## src/rtl/countdown_timer_if.sv

```systemverilog
// Command/status bundle between the countdown controller, its host and the four
// BCD digit counters it sequences.
interface countdown_timer_if;
    logic        start;
    logic        pause;
    logic        abort;
    logic [15:0] preset;
    logic [3:0]  digit_tc;
    logic        cnt_ena;
    logic [3:0]  ena_cnt;
    logic [3:0]  load_n;
    logic [15:0] load_data;
    logic        running;
    logic        paused;
    logic        expired;
    logic        done;
    logic        err;

    modport master (
        output start, pause, abort, preset, digit_tc,
        input  cnt_ena, ena_cnt, load_n, load_data, running, paused, expired, done, err
    );

    modport slave (
        input  start, pause, abort, preset, digit_tc,
        output cnt_ena, ena_cnt, load_n, load_data, running, paused, expired, done, err
    );
endinterface

```

## src/rtl/countdown_timer_ctrl.sv

```systemverilog
// MM:SS countdown controller: loads four external BCD down-counters, paces them with
// a prescaled tick, handles pause/abort and flags expiry at 00:00.
module countdown_timer_ctrl #(
    parameter int unsigned CLKS_PER_TICK = 50_000_000
) (
    input  logic             clk,
    input  logic             reset,
    countdown_timer_if.slave tmr
);
    localparam int unsigned        PRESC_W   = $clog2(CLKS_PER_TICK);
    localparam logic [PRESC_W-1:0] PRESC_MAX = PRESC_W'(CLKS_PER_TICK - 1);

    typedef enum logic [2:0] {
        S_IDLE,
        S_LOAD,
        S_SETTLE,
        S_RUN,
        S_PAUSE,
        S_EXPIRED
    } state_t;

    state_t             state;
    state_t             state_nxt;
    logic [PRESC_W-1:0] presc;
    logic [PRESC_W-1:0] presc_nxt;
    logic               tick;
    logic               tick_nxt;
    logic [15:0]        preset_q;
    logic               preset_ok;
    logic               start_ok;
    logic               all_tc;
    logic               run_step;

    // Event qualification; run_step is a tick that no higher-priority event overrides
    always_comb begin
        preset_ok = (tmr.preset[15:12] <= 4'd9) && (tmr.preset[11:8] <= 4'd9) &&
                    (tmr.preset[7:4]   <= 4'd5) && (tmr.preset[3:0]  <= 4'd9);
        all_tc    = &tmr.digit_tc;
        start_ok  = tmr.start && preset_ok && (state != S_LOAD) && (state != S_SETTLE);
        run_step  = (state == S_RUN) && tick && !all_tc && !tmr.pause &&
                    !tmr.abort && !start_ok;
    end

    // Next state, prescaler and tick
    always_comb begin
        state_nxt = state;
        presc_nxt = presc;
        tick_nxt  = 1'b0;
        if (tmr.abort) begin
            state_nxt = S_IDLE;
            presc_nxt = '0;
        end else if (start_ok) begin
            state_nxt = S_LOAD;
        end else begin
            case (state)
                S_LOAD: begin
                    state_nxt = S_SETTLE;
                    presc_nxt = '0;
                end
                S_SETTLE: state_nxt = all_tc ? S_EXPIRED : S_RUN;
                S_RUN: begin
                    if (all_tc) begin
                        state_nxt = S_EXPIRED;
                    end else if (tmr.pause) begin
                        state_nxt = S_PAUSE;
                    end else if (presc == PRESC_MAX) begin
                        presc_nxt = '0;
                        tick_nxt  = 1'b1;
                    end else begin
                        presc_nxt = presc + PRESC_W'(1);
                    end
                end
                S_PAUSE: begin
                    if (!tmr.pause) state_nxt = S_RUN;
                end
                default: ;
            endcase
        end
    end

    // Counter strobes; the second-tens borrow reloads 5 instead of wrapping to 9
    always_comb begin
        tmr.ena_cnt   = 4'b0000;
        tmr.load_n    = 4'b1111;
        tmr.load_data = 16'h0000;
        if (state == S_LOAD) begin
            tmr.load_n    = 4'b0000;
            tmr.load_data = preset_q;
        end else if (run_step) begin
            tmr.ena_cnt = {&tmr.digit_tc[2:0], &tmr.digit_tc[1:0], tmr.digit_tc[0], 1'b1};
            if (tmr.digit_tc[0] && tmr.digit_tc[1]) begin
                tmr.load_n[1]      = 1'b0;
                tmr.load_data[7:4] = 4'd5;
            end
        end
    end

    always_ff @(posedge clk) begin
        if (reset) begin
            state       <= S_IDLE;
            presc       <= '0;
            tick        <= 1'b0;
            preset_q    <= 16'h0000;
            tmr.cnt_ena <= 1'b0;
            tmr.running <= 1'b0;
            tmr.paused  <= 1'b0;
            tmr.expired <= 1'b0;
            tmr.done    <= 1'b0;
            tmr.err     <= 1'b0;
        end else begin
            state       <= state_nxt;
            presc       <= presc_nxt;
            tick        <= tick_nxt;
            if (start_ok && !tmr.abort) preset_q <= tmr.preset;
            tmr.cnt_ena <= (state_nxt == S_RUN);
            tmr.running <= (state_nxt == S_RUN);
            tmr.paused  <= (state_nxt == S_PAUSE);
            tmr.expired <= (state_nxt == S_EXPIRED);
            tmr.done    <= (state_nxt == S_EXPIRED) && (state != S_EXPIRED);
            tmr.err     <= tmr.start && !preset_ok && !tmr.abort;
        end
    end
endmodule
```

## src/flat_wrapper.sv

```systemverilog
// flat-port wrapper written by rule: the top's interface ports become plain ports
module countdown_timer_ctrl_flat 
#(
    parameter int unsigned CLKS_PER_TICK = 50_000_000
)
  (clk, reset, tmr_start, tmr_pause, tmr_abort, tmr_preset, tmr_digit_tc, tmr_cnt_ena, tmr_ena_cnt, tmr_load_n, tmr_load_data, tmr_running, tmr_paused, tmr_expired, tmr_done, tmr_err);
  countdown_timer_if tmr_i ();
  input  logic clk;
  input  logic reset;
  input wire logic [$bits(tmr_i.start)-1:0] tmr_start;
  input wire logic [$bits(tmr_i.pause)-1:0] tmr_pause;
  input wire logic [$bits(tmr_i.abort)-1:0] tmr_abort;
  input wire logic [$bits(tmr_i.preset)-1:0] tmr_preset;
  input wire logic [$bits(tmr_i.digit_tc)-1:0] tmr_digit_tc;
  output wire logic [$bits(tmr_i.cnt_ena)-1:0] tmr_cnt_ena;
  output wire logic [$bits(tmr_i.ena_cnt)-1:0] tmr_ena_cnt;
  output wire logic [$bits(tmr_i.load_n)-1:0] tmr_load_n;
  output wire logic [$bits(tmr_i.load_data)-1:0] tmr_load_data;
  output wire logic [$bits(tmr_i.running)-1:0] tmr_running;
  output wire logic [$bits(tmr_i.paused)-1:0] tmr_paused;
  output wire logic [$bits(tmr_i.expired)-1:0] tmr_expired;
  output wire logic [$bits(tmr_i.done)-1:0] tmr_done;
  output wire logic [$bits(tmr_i.err)-1:0] tmr_err;
  assign tmr_i.start = tmr_start;
  assign tmr_i.pause = tmr_pause;
  assign tmr_i.abort = tmr_abort;
  assign tmr_i.preset = tmr_preset;
  assign tmr_i.digit_tc = tmr_digit_tc;
  assign tmr_cnt_ena = tmr_i.cnt_ena;
  assign tmr_ena_cnt = tmr_i.ena_cnt;
  assign tmr_load_n = tmr_i.load_n;
  assign tmr_load_data = tmr_i.load_data;
  assign tmr_running = tmr_i.running;
  assign tmr_paused = tmr_i.paused;
  assign tmr_expired = tmr_i.expired;
  assign tmr_done = tmr_i.done;
  assign tmr_err = tmr_i.err;
  countdown_timer_ctrl #(.CLKS_PER_TICK(CLKS_PER_TICK)) u_core (.clk(clk), .reset(reset), .tmr(tmr_i));
endmodule
```

## config.mk

```make
export PLATFORM = sky130hd
export DESIGN_NAME = countdown_timer_ctrl_flat
export DESIGN_NICKNAME = d
export VERILOG_FILES = /design/src/rtl/countdown_timer_if.sv /design/src/rtl/countdown_timer_ctrl.sv /design/src/flat_wrapper.sv
export SDC_FILE = /design/constraint.sdc
export NUM_CORES = 1
export LEC_CHECK = 0
export ABC_AREA = 1
export BUFFER_PORTS_ARGS = -buffer_cell sky130_fd_sc_hd__buf_2
export CORE_ASPECT_RATIO = 1.1
export CORE_MARGIN = 2
export CORE_UTILIZATION = 50
export CTS_CLUSTER_DIAMETER = 80
export CTS_CLUSTER_SIZE = 10
export DETAILED_ROUTE_END_ITERATION = 6
export GPL_TIMING_DRIVEN = 0
export PLACE_DENSITY_LB_ADDON = 0.15
export SLEW_MARGIN = 15
export SYNTH_ARGS = -nofsm -noshare
export SYNTH_HDL_FRONTEND = slang
export SYNTH_SLANG_ARGS = --single-unit
export TNS_END_PERCENT = 20
```

## constraint.sdc

```tcl
create_clock -name clk -period 1.5 [get_ports clk]
set_input_delay 0.15 -clock clk [delete_from_list [all_inputs] [get_ports clk]]
set_output_delay 0.15 -clock clk [all_outputs]
set_load 0.01 [all_outputs]
```

==> impl_metrics.json, run 1 <==
{
  "finalHoldWorstSlack_ns": 0.0954,
  "worst_slew_pin_slew_ns": 0.718,
  "power.share.sequential": 0.570,
  "vdd_drop_max_uv": 412,
  "switching_part_of_the_total_power": 0.258,
  "fmaxAchievable_mhz": 542,
  "worstSetupStartpointType": "flop",
  "final_max_slew_viol_count": 0,
  "grt_pass1_vias": 3023,
  "fin_nets": 580,
  "finalClockSkew_ns": 0.0112,
  "synth-seq-cells": 51,
  "critPathSlowestCell": "sky130_fd_sc_hd__dfxtp_2",
  "worst-endpoint-arrival_ns": 1.70,
  "synth_enable_flop_cells": 0,
  "post_synthesis_mean_instance_area_um2": 6.29,
  "setup_ws_ns": -0.346,
  "post-dp-hpwl_um": 5280,
  "max-cap-violations": 0,
  "mappedNetlistArea_um2": 2920,
  "wire_length_after_detailed_routing_um": 8110,
  "switching_power_w": 0.000617,
  "yosysTopAreaCell": "sky130_fd_sc_hd__dfxtp_1",
  "fp.coreArea_um2": 5700,
  "yosys_warnings": 0,
  "postRouteAntennaNets": 0,
  "std_cell_rows": 29,
  "power.share.clock": 0.345,
  "fp.dieArea_um2": 6470,
  "dr_total_vias": 3247,
  "clock-root-buffer": "sky130_fd_sc_hd__clkbuf_8",
  "yosysTopAreaCellShare": 0.350,
  "pin_count_of_the_biggest_net_entering_global_routing": 18,
  "violations": "setup timing",
  "drt_drc_violations_left": 0,
  "crit_path_max_fanout": 5,
  "yosys.cell_count.top_type": "sky130_fd_sc_hd__nand2_1",
  "max_slew_margin": 0.519,
  "fp.dieW_um": 76.9,
  "rsz0062_at_grt": "true",
  "final_number_of_hold_violating_endpoints": 0,
  "die_h_um": 84.1,
  "syn_inst": 464,
  "drt_pre_antenna_iters": 5,
  "synth.top_cells.by_count": "sky130_fd_sc_hd__nand2_1 (101), sky130_fd_sc_hd__nor2_1 (92), sky130_fd_sc_hd__inv_1 (73)",
  "drive_gt1_frac": 0.310,
  "gp_routability_congestion": 0.908,
  "cts_sinks": 51,
  "yosysSeqAreaShare": 0.350,
  "outcome": "finished, violations left",
  "synthesis.nets": 490,
  "fin_tns_setup_ns": -9.41,
  "synth_top_flop_cell": "sky130_fd_sc_hd__dfxtp_1",
  "clkLatencyLatePin_ns": 0.31,
  "cellPowerDensity_nw_per_um2": 613,
  "htreeDepth": 2,
  "grt.overflow.total": 0,
  "initial_cell_density_of_the_core": 0.512,
  "internal_power_w": 0.00178,
  "worst_setup_path_end_kind": "output pin",
  "fin_crit_sh": 1.23,
  "wl_per_cell_um": 12.8,
  "n_antenna_cell": 0,
  "tritoncts.num_buffers": 5,
  "grt.total_usage": 0.255,
  "wire_length_of_the_first_global_routing_pass_um": 13500,
  "pwr-share-comb": 0.086,
  "series_of_cell_instances_along_the_critical_path": "buf_6, nand2_4, nor2_4, nand3_2, inv_2, nand4_1, nor2_2, inv_2, nand2_2, inv_2, buf_6",
  "drt_iter0_drc": 155,
  "slowest_delay_ns": 0.34,
  "area_delta_synth_final_pct": 33.9,
  "p_leak_nw": 1.67,
  "layout_min_cycle_time_ns": 1.85,
  "critPathKind": "flop to output pin",
  "timing.hold.worst.class": "input pin to flop",
  "worstPathRequired_ns": 1.35,
  "tritoncts": "built",
  "io_pins": 55,
  "clkTransAtPathRegs_ns": 0.10,
  "buffer_ports.inserted": 53,
  "cts_hold_buf": 0,
  "netlist_top_cells_area": "sky130_fd_sc_hd__dfxtp_1 (35%), sky130_fd_sc_hd__nand2_1 (13%), sky130_fd_sc_hd__nor2_1 (12%)",
  "cts-root-to-sink-buffers": 2,
  "via_per_instance_ratio": 5.14,
  "crit_path_frequent_cell": "sky130_fd_sc_hd__inv_2",
  "setup_violations": 70,
  "ys_types": 31,
  "antenna_found_initial": 0,
  "synthArstFlopShare": 0
}
[cells by family (layout without fill, tap and decap cells)]
family	count (synthesis)	in the layout	synth area share
simple gates	266	267	0.399
compound gates	50	51	0.0952
flops	51	51	0.350
buf+inv	89	178	0.131
xor+xnor	7	7	0.0210
fa+ha+maj	1	1	0.00429
[timing repair]
item	in CTS	in global routing
buffers inserted	23	5
resized for setup	55	28
endpoints found under the setup margin	65	74
gates cloned	2	0
pin swaps	15	5
[worst paths after layout]
kind | start | to | slack, ns | cells after the start
setup / recovery | u_core.state[1] | tmr_load_n[1] | -0.35 | 11
hold / removal | tmr_preset[12] | u_core.preset_q[12] | 0.1 | 3
setup reg to reg | u_core.state[1] | u_core.presc[17] | -0.24 | 12
hold reg to reg | u_core.preset_q[7] | u_core.preset_q[7] | 0.45 | 2
[placed cells by master (no fill, tap or decap), types with 2 or more instances in the layout]
master and instances:
sky130_fd_sc_hd__nand3_1 24, sky130_fd_sc_hd__dfxtp_1 42, sky130_fd_sc_hd__clkinvlp_4 2, sky130_fd_sc_hd__nand2_1 94
sky130_fd_sc_hd__inv_4 3, sky130_fd_sc_hd__nor2_1 72, sky130_fd_sc_hd__nor3_1 11, sky130_fd_sc_hd__o21bai_1 2
sky130_fd_sc_hd__nor2_2 19, sky130_fd_sc_hd__buf_2 48, sky130_fd_sc_hd__nand2_4 8, sky130_fd_sc_hd__o21ai_0 11
sky130_fd_sc_hd__inv_1 67, sky130_fd_sc_hd__dfxtp_2 7, sky130_fd_sc_hd__nor2_4 5, sky130_fd_sc_hd__nand3_4 2
sky130_fd_sc_hd__clkbuf_1 2, sky130_fd_sc_hd__nand4_1 16, sky130_fd_sc_hd__nand3_2 2, sky130_fd_sc_hd__a21oi_1 25
sky130_fd_sc_hd__dfxtp_4 2, sky130_fd_sc_hd__xor2_1 7, sky130_fd_sc_hd__nor3_2 2, sky130_fd_sc_hd__clkbuf_8 5
sky130_fd_sc_hd__o21ai_1 6, sky130_fd_sc_hd__a21oi_2 3, sky130_fd_sc_hd__inv_2 5, sky130_fd_sc_hd__buf_4 24
sky130_fd_sc_hd__buf_12 2, sky130_fd_sc_hd__a21oi_4 3, sky130_fd_sc_hd__buf_6 18, sky130_fd_sc_hd__nand2_2 6
[metrics by stage]
stage | area, µm² | cells | power [W] | worst slack (ns) | utilization
after floorplan | 2950 | 464 | 0.00149 | -0.0176 | -
after global placement | 3320 | 594 | 0.00155 | -0.294 | 0.582
after detailed placement | 3320 | 594 | 0.00155 | -0.353 | 0.582
after CTS | 3770 | 627 | 0.00239 | -0.277 | 0.662
after global routing | 3910 | 632 | 0.00249 | -0.429 | 0.686
final | 3910 | 632 | 0.00240 | -0.346 | 0.686
[power groups by stage]
stage	Combinational, W	Sequential, W	Clock [W]
4_1_cts	0.000185	0.00136	0.000842
3_5_place_dp	0.000155	0.00140	0
6_report	0.000205	0.00136	0.000826
2_1_floorplan	0.0000917	0.00140	0
3_3_place_gp	0.000154	0.00140	0
5_1_grt	0.000224	0.00137	0.000897
[cell type report]
class / count / area, µm²
buffer: 13 / 125
clock inverter: 3 / 23.8
clock buffer: 5 / 68.8
fill: 499 / 1790
multi-input combinational: 326 / 1720
inverter: 76 / 294
tap: 77 / 96.3
timing repair buffer: 81 / 546
sequential: 51 / 1040
[critical path: cells and delay by family, from the launching register on]
kind / cells / cell delay [ns]
AND/OR/NAND/NOR: 6 / 0.64
buffers and inverters: 5 / 0.42
flip-flops: 1 / 0.34
[flip-flops by register name (all words and copies together) (netlist names)]
register            cells
u_core.tick             1
u_core.preset_q        16
u_core.tmr.done         1
u_core.presc           26
u_core.tmr.err          1
u_core.tmr.expired      1
u_core.tmr.cnt_ena      1
u_core.state            3
u_core.tmr.paused       1
[metal layers]
| metal | vias to the layer above | part of all wire | GRT usage |
|---|---|---|---|
| met1 | 1482 | 0.43 | 0.313 |
| li1 | 1637 | - | - |
| met2 | 109 | 0.49 | 0.453 |
| met4 | 0 | 0.026 | 0.0893 |
| met5 | - | 0 | 0 |
| met3 | 19 | 0.061 | 0.0398 |
Note: power is estimated with default switching activity, not from simulation.
==> run 2: changes to the inputs <==
- CORE_UTILIZATION: 50 -> 55
- clock period: 1.5 -> 1.7 ns (I/O delays scaled with it)
==> run 2 against run 1 <==
The flow still finishes with violations (setup timing); sequential share of layout area up 0.67 points; via count up 3.2%; register-to-register slack better by 0.21 ns; sequential power down 12%; largest cell class unchanged; largest power group unchanged; highest routed layer unchanged.
==> impl_metrics.json, run 2 (synthesized netlist as in run 1, its figures left out) <==
{
  "cts_sinks": 51,
  "number_of_flip_flops_in_the_largest_register": 26,
  "met3_length_um": 666,
  "crit_path_max_fanout": 4,
  "gp_routability_congestion": 0.971,
  "initial_cell_density_of_the_core": 0.576,
  "via_per_instance_ratio": 5.52,
  "outcome": "finished, violations left",
  "worst-endpoint-arrival_ns": 1.73,
  "route.top_layer_used": "met4",
  "top_regs": "u_core.presc x26, u_core.preset_q x16, u_core.state x3",
  "critPathKind": "flop to output pin",
  "finalClockSkew_ns": 0.00928,
  "finalHoldWorstSlack_ns": 0.124,
  "layout_min_cycle_time_ns": 1.90,
  "slowest_delay_ns": 0.33,
  "fin_crit_sh": 1.12,
  "wire_length_after_detailed_routing_um": 8370,
  "grt.overflow.total": 0,
  "pin_count_of_the_biggest_net_entering_global_routing": 16,
  "buffer_ports.inserted": 53,
  "multi_input_area_um2": 1720,
  "critical_path_buf_inv_count": 5,
  "rsz0062_at_grt": "true",
  "fmaxAchievable_mhz": 526,
  "fp.coreArea_um2": 5070,
  "fp.dieArea_um2": 5910,
  "cts_hold_buf": 0,
  "violations": "setup timing",
  "max_slew_margin": 0.644,
  "cellPowerDensity_nw_per_um2": 566,
  "postRouteAntennaNets": 0,
  "tritoncts.num_buffers": 5,
  "wl_met1_um": 3370,
  "grt_pass1_vias": 2913,
  "dr_total_vias": 3351,
  "drt_pre_antenna_iters": 6,
  "cts-root-to-sink-buffers": 2,
  "clock-root-buffer": "sky130_fd_sc_hd__clkbuf_8",
  "area_delta_synth_final_pct": 30.8,
  "drt_drc_violations_left": 0,
  "max_flop_register": "u_core.presc",
  "worst_slew_pin_slew_ns": 0.532,
  "final_max_slew_viol_count": 0,
  "max-cap-violations": 0,
  "std_cell_rows": 27,
  "timing.hold.worst.class": "input pin to flop",
  "worstSetupStartpointType": "flop",
  "series_of_cell_instances_along_the_critical_path": "buf_6, inv_4, nand3_4, nand2_4, nor2_4, nand2_4, nand4_1, nor2_1, inv_1, nand2_1, inv_1, buf_2",
  "final_number_of_hold_violating_endpoints": 0,
  "die_h_um": 80.4,
  "antenna_found_initial": 0,
  "drt_iter0_drc": 296,
  "detailroute.wirelength.met2_um": 4040,
  "wl_per_cell_um": 13.8,
  "setup_violations": 20,
  "seqCellArea_um2": 1040,
  "clkLatencyLatePin_ns": 0.31,
  "setup_ws_ns": -0.203,
  "leading_cell_type_in_the_layout_fill_and_taps_excluded": "sky130_fd_sc_hd__nand2_1",
  "worst_setup_path_end_kind": "output pin",
  "grt.total_usage": 0.266,
  "post-place-cells": 575,
  "tritoncts": "built",
  "post-dp-hpwl_um": 5240,
  "p_leak_nw": 1.65,
  "power.total_w": 0.00216,
  "worstPathRequired_ns": 1.53,
  "final_cells": 607,
  "vdd_drop_max_uv": 325,
  "fin_nets": 574,
  "most_frequent_cells_in_the_layout": "sky130_fd_sc_hd__nand2_1 (95), sky130_fd_sc_hd__nor2_1 (85), sky130_fd_sc_hd__inv_1 (68)",
  "wire_length_of_the_first_global_routing_pass_um": 12400,
  "clkTransAtPathRegs_ns": 0.10,
  "drive_gt1_frac": 0.279,
  "cpLargestDelayFamily": "simple AND/OR/NAND/NOR gates",
  "n_antenna_cell": 0,
  "htreeDepth": 2,
  "layout.filler_cells": 407,
  "io_pins": 55,
  "critPathSlowestCell": "sky130_fd_sc_hd__dfxtp_2",
  "fp.dieW_um": 73.5
}
[run 2: changes by cell type in the layout (fill, tap and decap cells not counted), sizes merged]
| cell | before | now |
|---|---|---|
| clkinvlp | 2 | 1 |
| inv | 76 | 75 |
| clkbuf | 7 | 11 |
| buf | 92 | 84 |
[run 2: what timing repair did]
action                     4_1_cts  5_1_grt
buffers inserted                10       13
setup endpoints to repair       45       61
pin swaps                        7       14
cloned                           0        4
gates resized for setup         21       62
[run 2: report_power, final]
part / internal [W] / switching, W / total (W)
clock network: 0.000371 / 0.000412 / 0.000783
logic: 0.0000682 / 0.000106 / 0.000175
registers: 0.00120 / 0.00000314 / 0.00120
[run 2: path summary, 6_finish.rpt]
path | start | end | slack (ns) | depth (start not counted)
worst max register to register | u_core.state[1] | u_core.presc[10] | -0.03 | 9
worst max-delay path | u_core.state[1] | tmr_load_n[1] | -0.20 | 12
worst min-delay path | tmr_preset[8] | u_core.preset_q[8] | 0.12 | 3
worst min register to register | u_core.preset_q[3] | u_core.preset_q[3] | 0.46 | 2
[run 2: metal layers]
layer	vias up	track usage
li1	1622	-
met1	1500	0.331
met2	190	0.454
met3	39	0.0376
met4	0	0.109
met5	-	0
[run 2: worst reg2reg max path: cells and delay by family, from the launching register on]
| family | cells | cell delay, ns |
|---|---|---|
| buf+inv | 4 | 0.61 |
| compound gates | 3 | 0.51 |
| flops | 1 | 0.33 |
| simple gates | 2 | 0.20 |
[run 2: layout make-up]
| type | count | area share |
|---|---|---|
| inverter | 76 | 0.0777 |
| tap | 58 | 0.0190 |
| sequential | 51 | 0.272 |
| buffer | 13 | 0.0315 |
| timing repair buffer | 75 | 0.121 |
| multi-input combinational | 326 | 0.451 |
| clock buffer | 7 | 0.0252 |
| clock inverter | 1 | 0.00197 |
[run 2: per-stage QoR]
| stage | utilization | instance area (µm²) | setup WS, ns | TNS, ns |
|---|---|---|---|---|
| after detailed placement | 0.643 | 3260 | -0.165 | -2.90 |
| after CTS | 0.690 | 3500 | -0.166 | -1.46 |
| after global placement | 0.643 | 3260 | -0.128 | -1.59 |
| after floorplan | - | 2920 | 0.0600 | 0 |
| after global routing | 0.753 | 3820 | -0.292 | -3.72 |
| final | 0.753 | 3820 | -0.203 | -1.17 |
==> run 3: changes to the inputs <==
- GPL_TIMING_DRIVEN: 0 -> not set
==> run 3 against run 2 <==
Total power rose by 2.4%; largest power group unchanged; critical endpoint is now tmr_ena_cnt[3]; clock power grew 8.9%; first-iteration DRC count fell by 42%; register-to-register slack lost 0.02 ns; worst setup slack better by 0.076 ns; worst hold slack worse by 0.0010 ns; maximum frequency up 4.2%; count of clock-buffer cells in the layout decreased by 2; largest cell class unchanged; final cell count up 0.66%; the run still ends with setup timing left; sequential power is essentially flat.
==> impl_metrics.json, run 3 (synthesized netlist as in run 1, its figures left out) <==
{
  "outcome": "finished, violations left",
  "violations": "setup timing",
  "grt_pass1_vias": 2804,
  "fin_tns_setup_ns": -0.599,
  "fp.dieW_um": 73.5,
  "rrSetupSlack_ns": -0.05,
  "fin_nets": 578,
  "fin_crit_sh": 1.07,
  "seqCellArea_um2": 1030,
  "buffer_ports.inserted": 54,
  "power.total_w": 0.00221,
  "worst_slew_pin_slew_ns": 0.351,
  "worst_r2r_startpoint": "u_core.state[0]",
  "n_antenna_cell": 0,
  "area_delta_synth_final_pct": 28.4,
  "min_delay_path_depth": 3,
  "setup_violations": 10,
  "hold_path_end": "u_core.preset_q[4]",
  "clkTransAtPathRegs_ns": 0.10,
  "fp.coreArea_um2": 5070,
  "worst-endpoint-arrival_ns": 1.66,
  "worst_setup_path_end_kind": "output pin",
  "drt_drc_violations_left": 0,
  "cts-root-to-sink-buffers": 2,
  "cpLargestDelayFamily": "simple AND/OR/NAND/NOR gates",
  "timing.hold.worst.start": "tmr_preset[4]",
  "fmaxAchievable_mhz": 547,
  "std_cell_rows": 27,
  "drt_iter0_drc": 173,
  "wire_length_after_detailed_routing_um": 7720,
  "timing.hold.worst.class": "input pin to flop",
  "tritoncts.num_buffers": 5,
  "critPathKind": "flop to output pin",
  "tritoncts": "built",
  "wire_length_of_the_first_global_routing_pass_um": 12100,
  "multi_input_area_um2": 1640,
  "most_frequent_cells_in_the_layout": "sky130_fd_sc_hd__nand2_1 (96), sky130_fd_sc_hd__nor2_1 (83), sky130_fd_sc_hd__inv_1 (69)",
  "crit-reg2reg-capture": "u_core.presc[24]",
  "pin_count_of_the_biggest_net_entering_global_routing": 29,
  "p_leak_nw": 1.65,
  "worst-r2r-cell-count": 11,
  "wl_per_cell_um": 12.6,
  "layout.filler_cells": 405,
  "final_number_of_hold_violating_endpoints": 0,
  "postRouteAntennaNets": 0,
  "max_flop_register": "u_core.presc",
  "series_of_cell_instances_along_the_critical_path": "inv_1, nand3_2, nand2_4, nor2_4, nand2_4, nand4_1, nor2_2, inv_2, nor2_1, buf_2",
  "cts_hold_buf": 0,
  "gp_routability_congestion": 0.969,
  "worstPathRequired_ns": 1.53,
  "die_h_um": 80.4,
  "cellPowerDensity_nw_per_um2": 590,
  "leading_cell_type_in_the_layout_fill_and_taps_excluded": "sky130_fd_sc_hd__nand2_1",
  "grt.total_usage": 0.259,
  "layout_min_cycle_time_ns": 1.83,
  "io_pins": 55,
  "finalClockSkew_ns": 0.0121,
  "critPathSlowestCell": "sky130_fd_sc_hd__dfxtp_4",
  "drive_gt1_frac": 0.273,
  "max_slew_margin": 0.766,
  "clock-root-buffer": "sky130_fd_sc_hd__clkbuf_8",
  "setup_ws_ns": -0.127,
  "slowest_delay_ns": 0.38,
  "clkLatencyLatePin_ns": 0.31,
  "initial_cell_density_of_the_core": 0.576,
  "top_regs": "u_core.presc x26, u_core.preset_q x16, u_core.state x3",
  "via_per_instance_ratio": 5.23,
  "crit_path_max_fanout": 6,
  "fp.dieArea_um2": 5910,
  "rsz0062_at_grt": "true",
  "drt_pre_antenna_iters": 6,
  "final_max_slew_viol_count": 0,
  "htreeDepth": 2,
  "critical_path_buf_inv_count": 3,
  "dp_slack_ns": -0.0259,
  "grt.overflow.total": 0,
  "number_of_flip_flops_in_the_largest_register": 26,
  "vdd_drop_max_uv": 414,
  "max-cap-violations": 0,
  "post-dp-hpwl_um": 5530,
  "worst_setup_path_startpoint": "u_core.state[0]",
  "cts_sinks": 51,
  "worstSetupStartpointType": "flop",
  "crit_path_frequent_cell": "sky130_fd_sc_hd__nand2_4",
  "dr_total_vias": 3198,
  "antenna_found_initial": 0
}
[run 3: repair_timing]
action / CTS / global route
gates cloned: 0 / 2
pin swaps: 8 / 12
buffers inserted: 6 / 4
resized for setup: 10 / 36
endpoints found under the setup margin: 22 / 51
[run 3: worst reg2reg max path: cells and delay by family, from the launching register on]
family,cells,cell delay [ns]
buf+inv,4,0.52
simple gates,6,0.45
flops,1,0.38
compound gates,1,0.30
[run 3: layer usage]
metal  vias to the layer above  wire length, µm  GRT usage
met4                         0              213     0.0855
met1                      1409             3180      0.330
met2                       137             3780      0.440
met3                        25              548     0.0414
li1                       1627                -          -
met5                         -                0          0
[run 3: how the worst max path moves through the flow]
stage	cells past startpoint	slack, ns	to
after global routing	10	-0.20	tmr_ena_cnt[3]
final	10	-0.13	tmr_ena_cnt[3]
after floorplan	10	0.06	tmr_ena_cnt[3]
after global placement	9	0.05	u_core.preset_q[1]
after CTS	10	-0.13	tmr_load_n[1]
after detailed placement	9	-0.03	u_core.preset_q[3]
[run 3: layout make-up]
type / count / area share
multi-input combinational: 326 / 0.437
sequential: 51 / 0.276
timing repair buffer: 92 / 0.162
inverter: 76 / 0.0765
tap: 58 / 0.0194
clock buffer: 5 / 0.0184
clock inverter: 3 / 0.0117
[run 3: metrics by stage]
stage	instances	hold WS, ns	util	area [µm²]
2_1_floorplan	464	0.324	-	2920
3_3_place_gp	591	0.428	0.669	3390
3_5_place_dp	591	0.432	0.669	3390
4_1_cts	605	0.118	0.706	3580
5_1_grt	611	0.114	0.740	3750
6_report	611	0.123	0.740	3750
[run 3: power breakdown]
group	leakage, nW	switching [W]	total (W)	internal, W
combinational	1.17	0.0000938	0.000156	0.0000619
sequential	0.415	0.00000373	0.00120	0.00120
clock	0.0581	0.000414	0.000853	0.000439
total	1.65	0.000511	0.00221	0.00170
